## config.mk

```make
export PLATFORM = sky130hd
export DESIGN_NAME = rom_loader_flat
export DESIGN_NICKNAME = d
export VERILOG_FILES = /design/src/rtl/rom_loader_pkg.sv /design/src/rtl/rom_loader_if.sv /design/src/rtl/rom_loader.sv /design/src/flat_wrapper.sv
export SDC_FILE = /design/constraint.sdc
export NUM_CORES = 1
export LEC_CHECK = 0
export ABC_CLOCK_PERIOD_IN_PS = 6770
export CORE_MARGIN = 2
export CORE_UTILIZATION = 60
export DETAILED_ROUTE_END_ITERATION = 7
export PLACE_DENSITY = 0.92
export REMOVE_ABC_BUFFERS = 1
export SETUP_SLACK_MARGIN = 0.2
export SKIP_CTS_REPAIR_TIMING = 1
export SYNTH_ARGS = -nofsm -noshare
export SYNTH_HDL_FRONTEND = slang
export SYNTH_SLANG_ARGS = --single-unit
```

## constraint.sdc

```tcl
create_clock -name clk -period 6.77 [get_ports clk]
set_clock_uncertainty 0.1 [all_clocks]
set_input_delay 0.677 -clock clk [delete_from_list [all_inputs] [get_ports clk]]
set_output_delay 0.677 -clock clk [all_outputs]
set_load 0.005 [all_outputs]
```

## src/rtl/rom_loader_pkg.sv

```systemverilog
// Shared project constants: program memory geometry and loader stream parameters.
// Helper to turn a word index into a program-memory byte address.
package rom_loader_pkg;

  localparam int WORDS_DEFAULT         = 256;
  localparam int ADDRESS_WIDTH_DEFAULT = 10;

  localparam int          BYTES_PER_WORD  = 4;
  localparam int          WORD_ADDR_SHIFT = 2;
  localparam logic [31:0] PROG_MEM_BASE   = 32'h0000_0000;
  localparam logic [31:0] PROG_MEM_BYTES  = 32'(WORDS_DEFAULT * BYTES_PER_WORD);

  localparam int COUNT_WIDTH    = 16;
  localparam int CHECKSUM_WIDTH = 8;

  typedef logic [COUNT_WIDTH-1:0]    word_count_t;
  typedef logic [CHECKSUM_WIDTH-1:0] checksum_t;

  function automatic logic [31:0] word_to_byte_addr(input word_count_t idx);
    return PROG_MEM_BASE + ({16'b0, idx} << WORD_ADDR_SHIFT);
  endfunction

endpackage

```

## src/rtl/rom_loader_if.sv

```systemverilog
// Byte-stream input and program-memory write port of the ROM loader.
// master is the loader side; slave is the front end / memory side.
interface rom_loader_if
  import rom_loader_pkg::*;
#(
  parameter int ADDRESS_WIDTH = ADDRESS_WIDTH_DEFAULT
) ();

  logic [7:0]               rx_data;
  logic                     rx_valid;
  logic                     rx_ready;
  logic [ADDRESS_WIDTH-1:0] mem_address;
  logic [31:0]              mem_data;
  logic                     mem_write_enable;

  modport master (
    input  rx_data,
    input  rx_valid,
    output rx_ready,
    output mem_address,
    output mem_data,
    output mem_write_enable
  );

  modport slave (
    output rx_data,
    output rx_valid,
    input  rx_ready,
    input  mem_address,
    input  mem_data,
    input  mem_write_enable
  );

endinterface

```

## src/rtl/rom_loader.sv

```systemverilog
// Loads a length-prefixed, checksummed byte stream into program memory as
// little-endian 32-bit words, one write cycle per assembled word.
module rom_loader
  import rom_loader_pkg::*;
#(
  parameter int WORDS         = WORDS_DEFAULT,
  parameter int ADDRESS_WIDTH = ADDRESS_WIDTH_DEFAULT
) (
  input  logic         clk,
  input  logic         reset,
  input  logic         start,
  rom_loader_if.master bus,
  output logic         busy,
  output logic         done,
  output logic         error
);

  typedef enum logic [2:0] {
    S_IDLE,
    S_LEN_LO,
    S_LEN_HI,
    S_DATA,
    S_WRITE,
    S_CHECK,
    S_DONE,
    S_ERROR
  } state_t;

  state_t                   r_state;
  state_t                   w_state_next;
  word_count_t              r_count;
  word_count_t              r_word_idx;
  logic [1:0]               r_byte_idx;
  checksum_t                r_checksum;
  logic [23:0]              r_word_lo;
  logic [ADDRESS_WIDTH-1:0] r_mem_address;
  logic [31:0]              r_mem_data;

  logic        w_rx_ready;
  logic        w_mem_write_enable;
  logic        w_busy;
  logic        w_done;
  logic        w_error;
  logic        w_xfer;
  logic        w_can_start;
  word_count_t w_count_full;
  word_count_t w_word_idx_inc;
  logic        w_count_too_big;

  assign w_xfer          = bus.rx_valid & w_rx_ready;
  assign w_can_start     = start & ((r_state == S_IDLE) | (r_state == S_DONE) | (r_state == S_ERROR));
  assign w_count_full    = {bus.rx_data, r_count[7:0]};
  assign w_word_idx_inc  = r_word_idx + word_count_t'(1);
  assign w_count_too_big = ({16'b0, w_count_full} > 32'(WORDS));

  always_ff @(posedge clk) begin
    if (reset) begin
      r_state <= S_IDLE;
    end else begin
      r_state <= w_state_next;
    end
  end

  always_comb begin
    w_state_next = r_state;
    case (r_state)
      S_IDLE, S_DONE, S_ERROR: begin
        if (start) w_state_next = S_LEN_LO;
      end
      S_LEN_LO: begin
        if (w_xfer) w_state_next = S_LEN_HI;
      end
      S_LEN_HI: begin
        if (w_xfer) begin
          if (w_count_too_big)           w_state_next = S_ERROR;
          else if (w_count_full == '0)   w_state_next = S_CHECK;
          else                           w_state_next = S_DATA;
        end
      end
      S_DATA: begin
        if (w_xfer && (r_byte_idx == 2'd3)) w_state_next = S_WRITE;
      end
      S_WRITE: begin
        if (w_word_idx_inc == r_count) w_state_next = S_CHECK;
        else                           w_state_next = S_DATA;
      end
      S_CHECK: begin
        if (w_xfer) begin
          if (bus.rx_data == r_checksum) w_state_next = S_DONE;
          else                           w_state_next = S_ERROR;
        end
      end
      default: w_state_next = S_IDLE;
    endcase
  end

  always_comb begin
    w_rx_ready         = 1'b0;
    w_mem_write_enable = 1'b0;
    w_busy             = 1'b0;
    w_done             = 1'b0;
    w_error            = 1'b0;
    case (r_state)
      S_LEN_LO, S_LEN_HI, S_DATA: begin
        w_rx_ready = 1'b1;
        w_busy     = 1'b1;
      end
      S_WRITE: begin
        w_mem_write_enable = 1'b1;
        w_busy             = 1'b1;
      end
      S_CHECK: begin
        w_rx_ready = 1'b1;
        w_busy     = 1'b1;
      end
      S_DONE:  w_done  = 1'b1;
      S_ERROR: w_error = 1'b1;
      default: ;
    endcase
  end

  // Datapath: length capture, byte assembly, checksum and write-port registers.
  always_ff @(posedge clk) begin
    if (reset) begin
      r_count       <= '0;
      r_word_idx    <= '0;
      r_byte_idx    <= '0;
      r_checksum    <= '0;
      r_word_lo     <= '0;
      r_mem_address <= '0;
      r_mem_data    <= '0;
    end else begin
      case (r_state)
        S_IDLE, S_DONE, S_ERROR: begin
          if (w_can_start) begin
            r_word_idx <= '0;
            r_byte_idx <= '0;
            r_checksum <= '0;
          end
        end
        S_LEN_LO: begin
          if (w_xfer) r_count[7:0] <= bus.rx_data;
        end
        S_LEN_HI: begin
          if (w_xfer) r_count[15:8] <= bus.rx_data;
        end
        S_DATA: begin
          if (w_xfer) begin
            r_checksum <= r_checksum + bus.rx_data;
            r_byte_idx <= r_byte_idx + 2'd1;
            case (r_byte_idx)
              2'd0: r_word_lo[7:0]   <= bus.rx_data;
              2'd1: r_word_lo[15:8]  <= bus.rx_data;
              2'd2: r_word_lo[23:16] <= bus.rx_data;
              default: begin
                // Last byte goes straight to the write port, ready for WRITE.
                r_mem_data    <= {bus.rx_data, r_word_lo};
                r_mem_address <= ADDRESS_WIDTH'(word_to_byte_addr(r_word_idx));
              end
            endcase
          end
        end
        S_WRITE: r_word_idx <= w_word_idx_inc;
        default: ;
      endcase
    end
  end

  assign bus.rx_ready         = w_rx_ready;
  assign bus.mem_write_enable = w_mem_write_enable;
  assign bus.mem_address      = r_mem_address;
  assign bus.mem_data         = r_mem_data;
  assign busy                 = w_busy;
  assign done                 = w_done;
  assign error                = w_error;

endmodule
```

## src/flat_wrapper.sv

```systemverilog
// flat-port wrapper written by rule: the top's interface ports become plain ports
module rom_loader_flat import rom_loader_pkg::*;
#(
  parameter int WORDS         = WORDS_DEFAULT,
  parameter int ADDRESS_WIDTH = ADDRESS_WIDTH_DEFAULT
)
  (clk, reset, start, busy, done, error, bus_rx_data, bus_rx_valid, bus_rx_ready, bus_mem_address, bus_mem_data, bus_mem_write_enable);
  rom_loader_if #(.ADDRESS_WIDTH(ADDRESS_WIDTH)) bus_i ();
  input  logic clk;
  input  logic reset;
  input  logic start;
  output logic busy;
  output logic done;
  output logic error;
  input wire logic [$bits(bus_i.rx_data)-1:0] bus_rx_data;
  input wire logic [$bits(bus_i.rx_valid)-1:0] bus_rx_valid;
  output wire logic [$bits(bus_i.rx_ready)-1:0] bus_rx_ready;
  output wire logic [$bits(bus_i.mem_address)-1:0] bus_mem_address;
  output wire logic [$bits(bus_i.mem_data)-1:0] bus_mem_data;
  output wire logic [$bits(bus_i.mem_write_enable)-1:0] bus_mem_write_enable;
  assign bus_i.rx_data = bus_rx_data;
  assign bus_i.rx_valid = bus_rx_valid;
  assign bus_rx_ready = bus_i.rx_ready;
  assign bus_mem_address = bus_i.mem_address;
  assign bus_mem_data = bus_i.mem_data;
  assign bus_mem_write_enable = bus_i.mem_write_enable;
  rom_loader #(.WORDS(WORDS), .ADDRESS_WIDTH(ADDRESS_WIDTH)) u_core (.clk(clk), .reset(reset), .start(start), .bus(bus_i), .busy(busy), .done(done), .error(error));
endmodule
```

==> results.md, run 1 <==
- Worst-Skew Late Latency: 0.38 ns
- Post-detail-place hpwl: ~8.3 mm
- Syn avg cell area: 7.86 um2
- Setup crit start kind: flop
- CP Buf/Inv Count: 3
- Starting density of the core: 62.3%
- Final Setup Violations: 0
- Post-synth EDFFs: 0
- Crit Path Class: reg -> out
- Cell row count: 33
- Critical path depth: 4
- Flop-to-flop setup slack: around 3.6 ns
- Overall routed net length: between 10 and 15 mm
- Cell family with most CP delay: buffers and inverters
- TritonCTS clock tree: yes
- GRT Residual Overflow: 0
- Largest net degree at the start of global routing: 114
- Yosys Warn Count: 0
- Antenna cells: 0
- Peak Freq: 280 MHz
- CP endpoint kind: output pin
- Initial antenna violation count: 0
- #FFs+latches synth: around 110
- Post-Place Worst Slack: ~3.5 ns
- Port Buffers: 56
- Critical path required time: 5.99 ns
- Final period util: between 50% and 60%
- Crit path top cell by count: inv_1
- Register area share after synthesis: around 42%
- Async set-reset flop share out of synthesis: 0%
- Crit path arrival time: 2.79 ns
- Total Nets Final: 703
- CTS buffer count: 9
- Share of cells above drive strength 1: under 10%
- Placed Cells: 771
- Drt first pass iters: 6
- Max FO, Critical Path: 24
- Worst setup margin: 3.20 ns
- Starting DRC count in detailed routing: 419
- CTS Buffer Depth: 2
- P per Cell Area: 201 nW/um2
- Max IR drop VDD: about 120 uV
- Die width: 96.6 um
- Synthesized area: 5150 um2
- First-pass GRT wire length: between 20 and 25 mm
- Drt drc: 0
- Final Critical Period: 3.57 ns
- Measured slew at the worst slew-check pin: roughly 1.2 ns
- Gr usage total: between 20% and 30%
- Cells after Synth: 655
- Number of top-level pins: just under 60
- Final setup TNS: 0 ns
- Final hold viol count: 0
- Die footprint: approximately 9300 um2
- GP Congestion: 0.935
- Post-DRT Antenna Nets: 0
- Slew headroom: between 20 and 25%
- Util after Layout: a little under three quarters
- Cell with the largest stage delay on the worst path: or3_1
- H-Tree Depth: 3
- Unrepaired setup endpoints after global routing: no
- Root buf cell: clkbuf_8
- Syn-to-layout area delta: 14.0%
- Synth unique cells: slightly above 60
- Hold depth: 2
- Reg clk slew, reported paths: 0.10 ns
- Via count: between 4k and 5k
- Clk sinks: 109
- Static leakage: 2.01 nW
- Fill cells: 594
- Number of max-cap violations: 0
- Final non-filler cell total: 787
- Post-DR vias/cell: 6.13
- Max-slew violations: 0
- Core footprint: 8260 um2
- Routed WL per cell: 16.4 um
- HP Class: reg -> reg
- Post-synth top flop: dfxtp_1
- Die H: 96.6 um
- Critical-path cell list: inv_1, or3_1, inv_1, clkdlybuf4s50_1
- Vias in the first global route: between 4k and 5k
- Max incr delay on CP: 0.71 ns
- R2R depth: 7
- Status: finished, final reports clean
layout by cell type (no fill, tap or decap), types with 11 or more instances in the layout:
master / Yosys / routed
xnor2_1: 15 / 15
dfxtp_1: 109 / 109
clkdlybuf4s50_1: 0 / 55
a21oi_1: 94 / 94
nor2_1: 45 / 44
nand2_1: 142 / 142
xor2_1: 11 / 11
nand3_1: 32 / 32
o21ai_0: 17 / 17
ha_1: 13 / 13
where the power goes:
part	internal, W	leakage, nW	switching [W]
registers	0.000647	0.878	0.0000103
logic	0.0000393	1.03	0.0000657
clock network	0.000187	0.106	0.000232
through the flow:
step	instance area [um2]	total power (W)	hold slack, ns
after global placement	5660	0.000769	0.337
final	5870	0.00118	0.358
after CTS	5870	0.00118	0.360
after detailed placement	5660	0.000773	0.344
after floorplan	4940	0.000725	0.326
after global routing	5870	0.00122	0.380
worst register-to-register path: cells and delay by family, from the launching register on:
kind	cells	cell delay (ns)
AND/OR/NAND/NOR	2	0.97
AO/OA/AOI/OAI	3	0.95
flip-flops	1	0.48
adder cells (fa/ha/maj)	1	0.36
XOR/XNOR	1	0.18
final timing paths:
kind	startpoint	endpoint
max	u_core.r_state[2]	bus_mem_write_enable
min	u_core.bus.mem_address[6]	u_core.bus.mem_address[6]
max reg2reg	u_core.r_word_idx[0]	u_core.r_state[2]
min reg2reg	u_core.bus.mem_address[6]	u_core.bus.mem_address[6]
kinds of logic (layout without fill, tap and decap cells):
| group | count (synthesis) | in the layout | share of synthesized area, % |
|---|---|---|---|
| compound gates | 155 | 155 | 17.6 |
| xor+xnor | 26 | 26 | 4.43 |
| fa+ha+maj | 14 | 14 | 3.55 |
| buf+inv | 59 | 85 | 4.89 |
| flops | 109 | 109 | 42.4 |
| mux | 10 | 10 | 1.95 |
| other cells | 1 | 2 | 0.0729 |
| simple gates | 281 | 281 | 25.1 |
cell type report:
type	instances	area (um2)	share of cell area [%]
clock inverter	5	67.6	1.15
sequential	109	2180	37.2
timing repair buffer	59	581	9.90
multi-input combinational	488	2730	46.5
inverter	10	37.5	0.640
clock buffer	11	141	2.41
tap	105	131	2.24
cell usage after synthesis, drive strengths merged, types with 4 or more instances:
cell      n  area [um2]
nor2     45         169
a22oi     9        67.6
xor2     11        96.3
o21ai    17        85.1
nand2   142         533
nor4      9        71.3
inv      10        37.5
nor2b     5        31.3
or3       6        37.5
and3      6        37.5
a31oi     5        31.3
ha       13         163
a21oi    94         470
or4       4        31.3
clkbuf   38         143
xnor2    15         131
nor3      8        40.0
buf      11        71.3
o211ai    4        30.0
nand4     4        25.0
dfxtp   109        2180
mux2i    10         100
nand3    34         180
routing by layer:
metal / vias to the layer above / routed length [um] / global-route usage, % / part of all wire (%)
met3: 27 / 1030 / 5.85 / 8.0
met4: 0 / 244 / 9.53 / 1.9
li1: 2299 / - / - / -
met5: - / 0 / 0 / 0
met1: 2284 / 5270 / 34.7 / 41
met2: 213 / 6350 / 47.8 / 49
registers in the layout, summed over array words and instances, names as in the netlist:
name and cells:
u_core.r_count 16, u_core.r_word_idx 16, u_core.bus.mem_address 8, u_core.r_state 3
u_core.r_byte_idx 2, u_core.bus.mem_data 32, u_core.r_word_lo 24, u_core.r_checksum 8
Power figures use the tool's default switching activity.
==> inputs of run 2 (changes only) <==
- ABC_CLOCK_PERIOD_IN_PS: 6770 -> 3400
- CORE_UTILIZATION: 60 -> 56
- PLACE_DENSITY: 0.92 -> 0.87
- clock period: 6.77 -> 3.4 ns (I/O delays scaled with it)
==> results.md, run 2 (synthesized netlist as in run 1, its figures left out) <==
- Drt first pass iters: 5 (-1)
- Measured slew at the worst slew-check pin: 0.801 ns (-0.362 ns)
- Cell with the largest stage delay on the worst path: or4b_1
- Commonest non-fill, non-tap cell in the layout: nand2_1
- Starting density of the core: 58.4% (-3.9 points)
- Initial antenna violation count: 0 (unchanged)
- Antenna cells: 0 (unchanged)
- Max FO, Critical Path: 7 (-71%)
- Gr usage total: 25.6% (-2.2 points)
- Clk sinks: 109 (unchanged)
- Largest register FFs: 32 (unchanged)
- Sequential Power Share: 57.3% (+1.6 points)
- Cell row count: 34 (+3.0%)
- Final Critical Period: 2.90 ns
- TritonCTS clock tree: yes
- Number of max-cap violations: 0 (unchanged)
- Final period util: between 80 and 90%
- Post-DR vias/cell: 5.96 (-2.7%)
- Drt drc: 0 (unchanged)
- Max-slew violations: 0 (unchanged)
- Post-detail-place hpwl: 8.46 mm (+1.7%)
- Worst-Skew Late Latency: 0.37 ns (about the same)
- Core footprint: 8810 um2 (+6.6%)
- Max incr delay on CP: 0.48 ns (-0.23 ns)
- First-pass GRT wire length: 20.8 mm (-5.4%)
- Port Buffers: 56 (unchanged)
- Cell family with most CP delay: simple AND/OR/NAND/NOR gates
- Crit path arrival time: 3.08 ns (+0.29 ns)
- Vias in the first global route: 4454 (-5.8%)
- Commonest non-fill, non-tap cells in the layout: nand2_1 (142), dfxtp_1 (109), a21oi_1 (94)
- Share of cells above drive strength 1: 5.79% (+1.2 points)
- Starting DRC count in detailed routing: 329 (-21%)
- Number of top-level pins: 59 (unchanged)
- Final non-filler cell total: 799 (+1.5%)
- Static leakage: 2.05 nW (+1.8%)
- GP Congestion: 0.945 (+1.1%)
- Slew headroom: 46.4% (+24 points)
- Clock power share: 33.6% (-1.9 points)
- Worst hold slack: 0.359 ns (+0.000141 ns)
- GRT Residual Overflow: 0 (unchanged)
- Root buf cell: clkbuf_8
- CTS Buffer Depth: 2 (unchanged)
- P per Cell Area: 385 nW/um2 (+91%)
- Max IR drop VDD: 228 uV (+90%)
- Flop-to-flop setup slack: 0.50 ns (-3.14 ns)
- Critical-path cell list: ha_1, nand4_1, o41a_1, or4b_1, or4_1, a31o_1
- Status: finished, final reports clean
- Peak Freq: 345 MHz
- H-Tree Depth: 3 (unchanged)
- Reg clk slew, reported paths: 0.10 ns (about the same)
- Post-DRT Antenna Nets: 0 (unchanged)
- Final hold viol count: 0 (unchanged)
- Switching share of power: 26.6% (+0.55 points)
- Design Power: 0.00229 W (+94%)
- Die width: 99.9 um (+3.4%)
- Unrepaired setup endpoints after global routing: no
- Die H: 99.9 um (+3.4%)
- Via count: 4764 (-1.2%)
- Switching power: 0.000608 W (+98%)
- Routed WL per cell: 15.7 um (-4.3%)
- Largest net degree at the start of global routing: 76 (-33%)
- CP endpoint kind: flop
- CP Buf/Inv Count: 0 (-3)
- Final Setup Violations: 0 (unchanged)
- Total Nets Final: 712 (+1.3%)
- Critical path required time: 3.57 ns (-2.42 ns)
- HP Class: reg -> reg
- Syn-to-layout area delta: 15.3%
- Cell Int Power: 0.00168 W (+92%)
- Setup crit start kind: flop
- Combinational share of power: 9.1% (+0.2 points)
- Overall routed net length: 12.5 mm (-2.8%)
- Placed Cells: 783 (+1.6%)
- Die footprint: 9970 um2 (+6.8%)
- Crit Path Class: reg -> reg
- CTS buffer count: 9 (unchanged)
run 2: cell count changes in the layout (fill, tap and decap cells not counted), sizes merged:
cell / previous run / this run
bufinv: 1 / 0
clkinv: 2 / 0
clkinvlp: 0 / 1
inv: 12 / 14
buf: 4 / 13
run 2: stage by stage:
stage	setup WS, ns	TNS (ns)	util (%)	instance area, um2
after floorplan	-0.170	-6.81	-	4940
after detailed placement	0.545	0	65.2	5740
final	0.498	0	67.4	5930
after CTS	0.530	0	67.4	5930
after global placement	0.590	0	65.2	5740
after global routing	0.378	0	67.4	5930
run 2: power by group through the flow:
stage	registers [W]	clock network [W]	logic (W)
floorplan	0.00133	0	0.000112
global placement	0.00134	0	0.000202
detailed placement	0.00134	0	0.000207
CTS	0.00131	0.000784	0.000208
global route	0.00131	0.000837	0.000229
finish	0.00131	0.000768	0.000209
run 2: worst paths after layout:
| check | start | end | depth (start not counted) |
|---|---|---|---|
| worst max register to register | u_core.r_word_idx[0] | u_core.r_state[1] | 6 |
| worst min-delay path | u_core.r_word_lo[5] | u_core.bus.mem_data[5] | 2 |
| worst min register to register | u_core.r_word_lo[5] | u_core.bus.mem_data[5] | 2 |
| worst max-delay path | u_core.r_word_idx[0] | u_core.r_state[1] | 6 |
run 2: tightest hold or removal path, stage by stage (launching register included):
cell	delay [ns]
dfxtp_1	0.32
nand2_1	0.05
a21oi_1	0.05
run 2: area by class of cell:
class / count / area [um2]
clock buffer: 11 / 141
clock inverter: 5 / 50.0
fill: 743 / 2870
inverter: 10 / 37.5
multi-input combinational: 488 / 2730
sequential: 109 / 2180
tap: 108 / 135
timing repair buffer: 68 / 661
run 2: layer usage:
| layer | vias to the layer above | GRT usage, % | part of all wire (%) |
|---|---|---|---|
| met5 | - | 0 | 0 |
| met2 | 143 | 42.7 | 49 |
| li1 | 2324 | - | - |
| met4 | 0 | 9.38 | 2.1 |
| met1 | 2273 | 33.3 | 44 |
| met3 | 24 | 4.74 | 5.6 |
==> inputs of run 3 (changes only) <==
- CAP_MARGIN: not set -> 10
- CORE_UTILIZATION: 56 -> 43
- PLACE_DENSITY: 0.87 -> 0.71
==> results.md, run 3 (synthesized netlist as in run 1, its figures left out) <==
- Unrepaired setup endpoints after global routing: no
- Die footprint: 12900 um2 (+29%)
- Status: finished, final reports clean
- Crit path arrival time: 3.06 ns (-0.02 ns)
- Worst setup margin: 0.491 ns (-0.00642 ns)
- CP endpoint kind: flop
- Measured slew at the worst slew-check pin: 0.700 ns (-0.101 ns)
- Launch point of the worst path: u_core.r_word_idx[0]
- H-Tree Depth: 3 (unchanged)
- Number of top-level pins: 59 (unchanged)
- Commonest non-fill, non-tap cells in the layout: nand2_1 (142), dfxtp_1 (109), a21oi_1 (94)
- Crit Path Class: reg -> reg
- Max-slew violations: 0 (unchanged)
- Post-DR vias/cell: 5.57 (-6.5%)
- Port Buffers: 56 (unchanged)
- Largest net degree at the start of global routing: 64 (-16%)
- Max incr delay on CP: 0.49 ns (about the same)
- Overall routed net length: 12.8 mm (+2.1%)
- Die width: 113 um (+14%)
- P per Cell Area: 430 nW/um2 (+12%)
- GRT Residual Overflow: 0 (unchanged)
- Max FO, Critical Path: 7 (unchanged)
- Hold depth: 2 (unchanged)
- Number of max-cap violations: 0 (unchanged)
- Starting DRC count in detailed routing: 483 (+47%)
- Starting density of the core: 44.5% (-14 points)
- Via count: 4665 (-2.1%)
- Max IR drop VDD: 259 uV (+14%)
- GP Congestion: 0.894 (-5.4%)
- Clk sinks: 109 (unchanged)
- Share of cells above drive strength 1: 6.34% (+0.55 points)
- Routed WL per cell: 15.3 um (-2.5%)
- Post-DRT Antenna Nets: 0 (unchanged)
- Cell with the largest stage delay on the worst path: o41a_1
- Reg-to-Reg Start: u_core.r_word_idx[0]
- Final Critical Period: 2.91 ns (+0.00642 ns)
- Worst-Skew Late Latency: 0.35 ns (-0.02 ns)
- Post-detail-place hpwl: 8.60 mm (+1.6%)
- R2R depth: 6 (unchanged)
- Critical-path cell list: ha_1, nand4_1, o41a_1, or4b_1, or4_1, a31o_1
- Setup crit start kind: flop
- Static leakage: 2.12 nW (+3.6%)
- Final hold viol count: 0 (unchanged)
- R2r endpoint: u_core.r_state[1]
- Drt drc: 0 (unchanged)
- Syn-to-layout area delta: 18.8%
- Commonest non-fill, non-tap cell in the layout: nand2_1
- CTS buffer count: 9 (unchanged)
- Cell row count: 39 (+15%)
- Total Nets Final: 715 (+0.42%)
- HP Class: reg -> reg
- Drt first pass iters: 5 (unchanged)
- Die H: 113 um (+14%)
- Peak Freq: 344 MHz (-0.22%)
- Flop-to-flop setup slack: 0.49 ns (about the same)
- Largest register FFs: 32 (unchanged)
- Post-Place Worst Slack: 0.540 ns (-0.00467 ns)
- First-pass GRT wire length: 21.4 mm (+3.1%)
- Root buf cell: clkbuf_16
- Slew headroom: 52.9% (+6.5 points)
- Antenna cells: 0 (unchanged)
- TritonCTS clock tree: yes
- Hold EP: u_core.bus.mem_address[7]
- Hold path start: u_core.bus.mem_address[7]
- Vias in the first global route: 4455 (+0.022%)
- Initial antenna violation count: 0 (unchanged)
- Critical path required time: 3.55 ns (-0.02 ns)
- Final period util: 85.6% (+0.19 points)
- Final Setup Violations: 0 (unchanged)
- CTS Buffer Depth: 2 (unchanged)
- Reg clk slew, reported paths: 0.07 ns (-0.03 ns)
- Gr usage total: 20.4% (-5.2 points)
- Final setup TNS: 0 ns (unchanged)
- Core footprint: 11600 um2 (+31%)
## run 3: power by group
| part | switching [W] | leakage, nW | total, W | internal, W |
|---|---|---|---|---|
| sequential | 0.0000211 | 0.878 | 0.00131 | 0.00129 |
| combinational | 0.000130 | 1.09 | 0.000216 | 0.0000865 |
| clock | 0.000485 | 0.157 | 0.00111 | 0.000620 |
## run 3: worst max-delay path by stage
stage,endpoint,slack [ns],cells past startpoint
2_1_floorplan,u_core.bus.mem_address[2],-0.17,6
3_3_place_gp,u_core.r_state[1],0.55,7
3_5_place_dp,u_core.r_state[1],0.54,7
4_1_cts,u_core.r_state[1],0.51,6
5_1_grt,u_core.r_state[1],0.36,6
6_report,u_core.r_state[1],0.49,6
## run 3: stage by stage
stage          utilization, %  instances  total power [W]  hold slack [ns]  cell area, um2
2_1_floorplan               -        607          0.00144            0.309            4940
3_3_place_gp             50.1        821          0.00155            0.345            5790
3_5_place_dp             50.1        821          0.00155            0.346            5790
4_1_cts                  52.9        837          0.00265            0.355            6110
5_1_grt                  52.9        837          0.00274            0.369            6110
6_report                 52.9        837          0.00263            0.351            6110
## run 3: area by class of cell
class                   count  area (um2)
fillers                  1058        5450
multi-input cells         488        2730
flip-flops and latches    109        2180
repair buffers             71         671
clock buffers              11         253
well taps                 143         179
clock inverters             5        65.1
inverters                  10        37.5
## run 3: per-layer routing
layer  share of wire, %  vias up  track usage, %  wire (um)
met1                 45     2220            26.3       5800
li1                   -     2321               -          -
met4                1.5        0            6.42        187
met3                4.2       16            4.52        543
met5                  0        -               0          0
met2                 49      108            34.4       6250
## run 3: worst max-delay path, delay by kind of cell, from the launching register on
kind / cells / cell delay, ns
AOI/OAI and AO/OA: 2 / 0.73
adders and majority gates: 1 / 0.33
DFF: 1 / 0.46
and+or+nand+nor: 3 / 1.20
